`src/rtl/region_hit_pkg.sv`:
```
// Shared types and constants for the region hit filter.
// Optional feature macro: REGION_HIT_RELEASE_DEBOUNCE_EN adds the DROP state
// so that a held hit is released only after OFF_FRAMES consecutive absent frames.
package region_hit_pkg;

  localparam int N_REGIONS_DEFAULT = 4;
  localparam int CNT_W             = 4;
  localparam logic [CNT_W-1:0] CNT_MAX = 4'd15;

`ifdef REGION_HIT_RELEASE_DEBOUNCE_EN
  typedef enum logic [1:0] {
    IDLE = 2'd0,
    ARM  = 2'd1,
    HELD = 2'd2,
    DROP = 2'd3
  } hit_state_t;
`else
  typedef enum logic [1:0] {
    IDLE = 2'd0,
    ARM  = 2'd1,
    HELD = 2'd2
  } hit_state_t;
`endif

  // Frame counter increment that sticks at the maximum instead of wrapping.
  function automatic logic [CNT_W-1:0] cnt_inc(input logic [CNT_W-1:0] cnt);
    if (cnt == CNT_MAX) begin
      cnt_inc = CNT_MAX;
    end else begin
      cnt_inc = cnt + 4'd1;
    end
  endfunction

endpackage

```
`src/rtl/region_hit_fsm.sv`:
```
// One region of the hit filter: per-frame seen latch, debounce FSM,
// saturating frame counter and registered level/press/release outputs.
// Optional feature macro: REGION_HIT_RELEASE_DEBOUNCE_EN (release debounce).
module region_hit_fsm
  import region_hit_pkg::*;
#(
  parameter int ON_FRAMES  = 3
`ifdef REGION_HIT_RELEASE_DEBOUNCE_EN
  ,
  parameter int OFF_FRAMES = 2
`endif
) (
  input  logic clk,
  input  logic rst,
  input  logic frame_tick,
  input  logic flag,
  output logic hit_level,
  output logic hit_press,
  output logic hit_release
);

  localparam logic [CNT_W-1:0] ON_CNT = ON_FRAMES[CNT_W-1:0];
`ifdef REGION_HIT_RELEASE_DEBOUNCE_EN
  localparam logic [CNT_W-1:0] OFF_CNT = OFF_FRAMES[CNT_W-1:0];
`endif

  hit_state_t       state_r;
  hit_state_t       state_nxt_s;
  logic [CNT_W-1:0] cnt_r;
  logic [CNT_W-1:0] cnt_nxt_s;
  logic [CNT_W-1:0] cnt_plus_s;
  logic             seen_r;
  logic             seen_s;
  logic             press_nxt_s;
  logic             release_nxt_s;
  logic             level_nxt_s;

  // Frame verdict: anything latched earlier in the frame, or the flag in the tick cycle itself.
  always_comb begin
    seen_s = seen_r | flag;
  end

  // Next-state, counter and pulse decode; decisions are taken only in frame_tick cycles.
  always_comb begin
    state_nxt_s   = state_r;
    cnt_nxt_s     = cnt_r;
    press_nxt_s   = 1'b0;
    release_nxt_s = 1'b0;
    cnt_plus_s    = cnt_inc(cnt_r);
    if (frame_tick) begin
      case (state_r)
        IDLE: begin
          if (seen_s) begin
            if (ON_CNT == 4'd1) begin
              state_nxt_s = HELD;
              cnt_nxt_s   = 4'd0;
              press_nxt_s = 1'b1;
            end else begin
              state_nxt_s = ARM;
              cnt_nxt_s   = 4'd1;
            end
          end else begin
            state_nxt_s = IDLE;
            cnt_nxt_s   = 4'd0;
          end
        end
        ARM: begin
          if (seen_s) begin
            if (cnt_plus_s == ON_CNT) begin
              state_nxt_s = HELD;
              cnt_nxt_s   = 4'd0;
              press_nxt_s = 1'b1;
            end else begin
              state_nxt_s = ARM;
              cnt_nxt_s   = cnt_plus_s;
            end
          end else begin
            state_nxt_s = IDLE;
            cnt_nxt_s   = 4'd0;
          end
        end
        HELD: begin
          if (seen_s) begin
            state_nxt_s = HELD;
            cnt_nxt_s   = 4'd0;
          end else begin
`ifdef REGION_HIT_RELEASE_DEBOUNCE_EN
            if (OFF_CNT == 4'd1) begin
              state_nxt_s   = IDLE;
              cnt_nxt_s     = 4'd0;
              release_nxt_s = 1'b1;
            end else begin
              state_nxt_s = DROP;
              cnt_nxt_s   = 4'd1;
            end
`else
            state_nxt_s   = IDLE;
            cnt_nxt_s     = 4'd0;
            release_nxt_s = 1'b1;
`endif
          end
        end
`ifdef REGION_HIT_RELEASE_DEBOUNCE_EN
        DROP: begin
          if (seen_s) begin
            state_nxt_s = HELD;
            cnt_nxt_s   = 4'd0;
          end else if (cnt_plus_s == OFF_CNT) begin
            state_nxt_s   = IDLE;
            cnt_nxt_s     = 4'd0;
            release_nxt_s = 1'b1;
          end else begin
            state_nxt_s = DROP;
            cnt_nxt_s   = cnt_plus_s;
          end
        end
`endif
        default: begin
          state_nxt_s = IDLE;
          cnt_nxt_s   = 4'd0;
        end
      endcase
    end else begin
      state_nxt_s = state_r;
      cnt_nxt_s   = cnt_r;
    end
  end

  // Level follows the state being entered so it moves on the same edge as the pulses.
  always_comb begin
`ifdef REGION_HIT_RELEASE_DEBOUNCE_EN
    level_nxt_s = (state_nxt_s == HELD) || (state_nxt_s == DROP);
`else
    level_nxt_s = (state_nxt_s == HELD);
`endif
  end

  // State, counter, seen latch and output registers; reset wins over frame_tick.
  always_ff @(posedge clk) begin
    if (rst) begin
      seen_r      <= 1'b0;
      state_r     <= IDLE;
      cnt_r       <= 4'd0;
      hit_level   <= 1'b0;
      hit_press   <= 1'b0;
      hit_release <= 1'b0;
    end else begin
      if (frame_tick) begin
        seen_r <= 1'b0;
      end else if (flag) begin
        seen_r <= 1'b1;
      end else begin
        seen_r <= seen_r;
      end
      state_r     <= state_nxt_s;
      cnt_r       <= cnt_nxt_s;
      hit_level   <= level_nxt_s;
      hit_press   <= press_nxt_s;
      hit_release <= release_nxt_s;
    end
  end

endmodule

```
`src/rtl/region_hit_filter.sv`:
```
// Region hit filter top: one independent debounce FSM per screen region.
// Optional feature macro: REGION_HIT_RELEASE_DEBOUNCE_EN (OFF_FRAMES release
// debounce); when undefined a held hit drops on the first absent frame.
module region_hit_filter
  import region_hit_pkg::*;
#(
  parameter int ON_FRAMES  = 3,
  parameter int OFF_FRAMES = 2,
  parameter int N_REGIONS  = N_REGIONS_DEFAULT
) (
  input  logic                 CLOCK_24,
  input  logic                 rst,
  input  logic                 frame_tick,
  input  logic [N_REGIONS-1:0] region_flag,
  output logic [N_REGIONS-1:0] hit_level,
  output logic [N_REGIONS-1:0] hit_press,
  output logic [N_REGIONS-1:0] hit_release
);

  // Frame counts must fit the 4-bit counter and be non-zero.
  if ((ON_FRAMES < 1) || (ON_FRAMES > 15) || (OFF_FRAMES < 1) || (OFF_FRAMES > 15)) begin : g_bad_frames
    $error("region_hit_filter: ON_FRAMES/OFF_FRAMES must be in 1..15");
  end

  for (genvar g = 0; g < N_REGIONS; g++) begin : g_region
    region_hit_fsm #(
      .ON_FRAMES (ON_FRAMES)
`ifdef REGION_HIT_RELEASE_DEBOUNCE_EN
      ,
      .OFF_FRAMES(OFF_FRAMES)
`endif
    ) u_fsm (
      .clk        (CLOCK_24),
      .rst        (rst),
      .frame_tick (frame_tick),
      .flag       (region_flag[g]),
      .hit_level  (hit_level[g]),
      .hit_press  (hit_press[g]),
      .hit_release(hit_release[g])
    );
  end

endmodule

```
`config.mk`:
```
export PLATFORM = sky130hd
export DESIGN_NAME = region_hit_filter
export DESIGN_NICKNAME = d
export VERILOG_FILES = /design/src/rtl/region_hit_pkg.sv /design/src/rtl/region_hit_fsm.sv /design/src/rtl/region_hit_filter.sv
export SDC_FILE = /design/constraint.sdc
export NUM_CORES = 1
export LEC_CHECK = 0
export BUFFER_PORTS_ARGS = -buffer_cell sky130_fd_sc_hd__buf_4
export CORE_MARGIN = 2
export CORE_UTILIZATION = 55
export DETAILED_ROUTE_END_ITERATION = 8
export GPL_ROUTABILITY_DRIVEN = 0
export GPL_TIMING_DRIVEN = 1
export PLACE_DENSITY = 0.73
export SETUP_SLACK_MARGIN = 0.05
export SYNTH_ARGS = -nofsm -noshare
export SYNTH_HDL_FRONTEND = slang
export SYNTH_HIERARCHICAL = 1
export SYNTH_SLANG_ARGS = --single-unit
```
`constraint.sdc`:
```
create_clock -name CLOCK_24 -period 3.9 [get_ports CLOCK_24]
set_input_delay 0.78 -clock CLOCK_24 [delete_from_list [all_inputs] [get_ports CLOCK_24]]
set_output_delay 0.78 -clock CLOCK_24 [all_outputs]
set_load 0.01 [all_outputs]
```
==> out/qor.csv <==
metric,value,unit
status,finished clean,
worst slew pin tran,0.428,ns
CTS tree,done,
syn nets,235,
Congestion Overflow GR,0,
WHS Path Cells,2,
clk_lat worst skew,0.29,ns
layout cells sized above 1,0.168,
Sw Share,0.237,
"area leader, netlist",dfxtp_1,
"top cells by area, synth","dfxtp_1 39%, a21oi_1 7.9%, nor4b_4 4.7%",
required time of the critical path,4.13,ns
Worst Path Buf+Inv,1,
Hold Worst Slack,0.543,ns
register area share after synthesis,0.394,
# rows,22,
Stages on worst setup path,5,
diode count,0,
fin crit period,1.58,ns
Worst Setup Start Kind,input port,
critical path arrival,1.80,ns
largest net degree at the start of global routing,33,
initial antenna violation count,0,
IO Port Bufs,18,
Final nets,248,
Initial Util,0.563,
Resize count post-CTS,0,
Worst setup EP type,flip-flop,
CTS max path bufs,2,
cell area after synthesis,2030,sq um
area grow syn2layout,9.36,%
CTS Hold Bufs,0,
max cap viols,0,
R2R depth,5,
Setup CP Type,input port to flip-flop,
share of the synthesized area in the top cell type,0.394,
vias per std cell,5.51,
setup violators final,0,
Internal Dissipation,0.000590,W
Sink Count,40,
Commonest cells post-synth,"40 x dfxtp_1, 32 x a21oi_1, 20 x nor2_1",
first-pass GRT wire length,6090,um
Filler Cells Inserted,327,
Yosys reg bits,40,
die height,64.8,um
Final ANT Viol Nets,0,
worst-path fanout max,32,
slew margin rel.,0.714,
final hold vios,0,
Max Fclk,0.634,GHz
Post-synth EDFFs,0,
Post-DP HPWL,2340,um
Synth Instances,224,
# IOs,19,
gr usage total,0.184,
Num CTS Buffers,5,
worst hold path class,flip-flop to flip-flop,
Flop pwr share,0.555,
fin crit share,0.405,
Root Buffer,clkbuf_8,
RSZ-0062 raised after global routing,no,
most common cell in the netlist,dfxtp_1,
Comb pwr share,0.083,
Post-synth top flop,dfxtp_1,
Slew Limit Fails,0,
CP max stage delay,0.35,ns
number of distinct library cells after synthesis,27,
asr flop ratio synth,0,
Syn Area/Cell,9.07,sq um
Pwr Density,348,nW/um^2
skew final,0.00448,ns
CP max stage cell,nor4b_4,
flop-to-flop setup slack,2.38,ns
Top delay family on crit path,simple AND/OR/NAND/NOR gates,
Clock power frac,0.362,
1st-iter DRT viols,109,
worst vdd ir,187,uV
Yosys warning count,6,
vias in the first global route,1395,
DIE WIDTH,64.8,um
CP cell instances,"buf_4, nand2b_4, nor4b_4, a41oi_1, nor2_1",
sw power,0.000184,W
setup_tns,0,ns
First-pass DRT Iterations,4,
htree depth,2,
post-CTS setup buffer count,0,
Core ar.,3610,sq um
WL per Instance,12.5,um
final wirelength,3570,um
clk slew on worst S/H paths,0.07,ns
# DRC,0,
die area,4200,sq um
Via Count,1575,
Leak,0.788,nW
-- state kept, by name, summed over array words and instances (netlist names) --
name / cells
g_region.u_fsm/cnt_r: 16
g_region.u_fsm/state_r: 8
g_region.u_fsm/hit_level: 4
g_region.u_fsm/hit_press: 4
g_region.u_fsm/hit_release: 4
g_region.u_fsm/seen_r: 4
-- stage by stage --
stage	worst slack [ns]	total power [W]	util	std cells	instance area [sq um]
floorplan	2.29	0.000487	-	224	2030
global placement	2.03	0.000503	0.591	278	2130
detailed placement	2.01	0.000503	0.591	278	2130
CTS	2.33	0.000785	0.616	286	2220
global route	2.18	0.000810	0.616	286	2220
finish	2.32	0.000773	0.616	286	2220
-- worst register-to-register path, stage by stage (launching register included) --
cell and delay, ns:
dfxtp_1 0.46, ha_1 0.37, nor2b_1 0.10, nor3_2 0.19, nand4_1 0.17, a21oi_1 0.17
-- cells by family (layout without fill, tap and decap cells) --
logic type,after synthesis,count (layout),share of synthesized area
AND/OR/NAND/NOR,116,116,0.382
flip-flops,40,40,0.394
buffers and inverters,12,26,0.0468
AO/OA/AOI/OAI,48,48,0.135
adder cells (fa/ha/maj),4,4,0.0246
XOR/XNOR,4,4,0.0172
-- final cells by class --
type                    count  area, sq um  share of cell area
clock buffers               8         90.1              0.0405
multi-input cells         172         1140               0.511
flip-flops and latches     40          801               0.360
well taps                  48         60.1              0.0270
repair buffers             18          135              0.0608
-- routing by layer --
metal  GRT usage  vias to the layer above  wire, um
li1            -                      841         -
met1       0.226                      701      1770
met2       0.296                       25      1620
met3      0.0538                        8       134
met4      0.0824                        0        57
met5           0                        -         0
-- worst paths after layout --
path / startpoint / endpoint
setup / recovery: rst / g_region[3].u_fsm/cnt_r[3]
hold / removal: g_region[2].u_fsm/state_r[1] / g_region[2].u_fsm/state_r[1]
setup reg to reg: g_region[0].u_fsm/cnt_r[0] / g_region[0].u_fsm/hit_level
hold reg to reg: g_region[2].u_fsm/state_r[1] / g_region[2].u_fsm/state_r[1]
-- layout by cell type, fill, tap and decap left out, drive strengths merged, types with 8 or more instances in the layout --
master  count
nand2b     12
dfxtp      40
nand3b      8
nor3        8
nor2       20
clkbuf      8
nor4b       8
nand4      12
nand3      12
a21oi      32
nor2b       8
nand2      12
buf        18
-- power by group through the flow --
stage | registers [W] | clock network (W) | logic, W
6_report | 0.000429 | 0.000280 | 0.0000643
4_1_cts | 0.000429 | 0.000291 | 0.0000649
5_1_grt | 0.000431 | 0.000306 | 0.0000730
2_1_floorplan | 0.000436 | 0 | 0.0000512
3_3_place_gp | 0.000439 | 0 | 0.0000639
3_5_place_dp | 0.000439 | 0 | 0.0000641
Power figures use the tool's default switching activity.
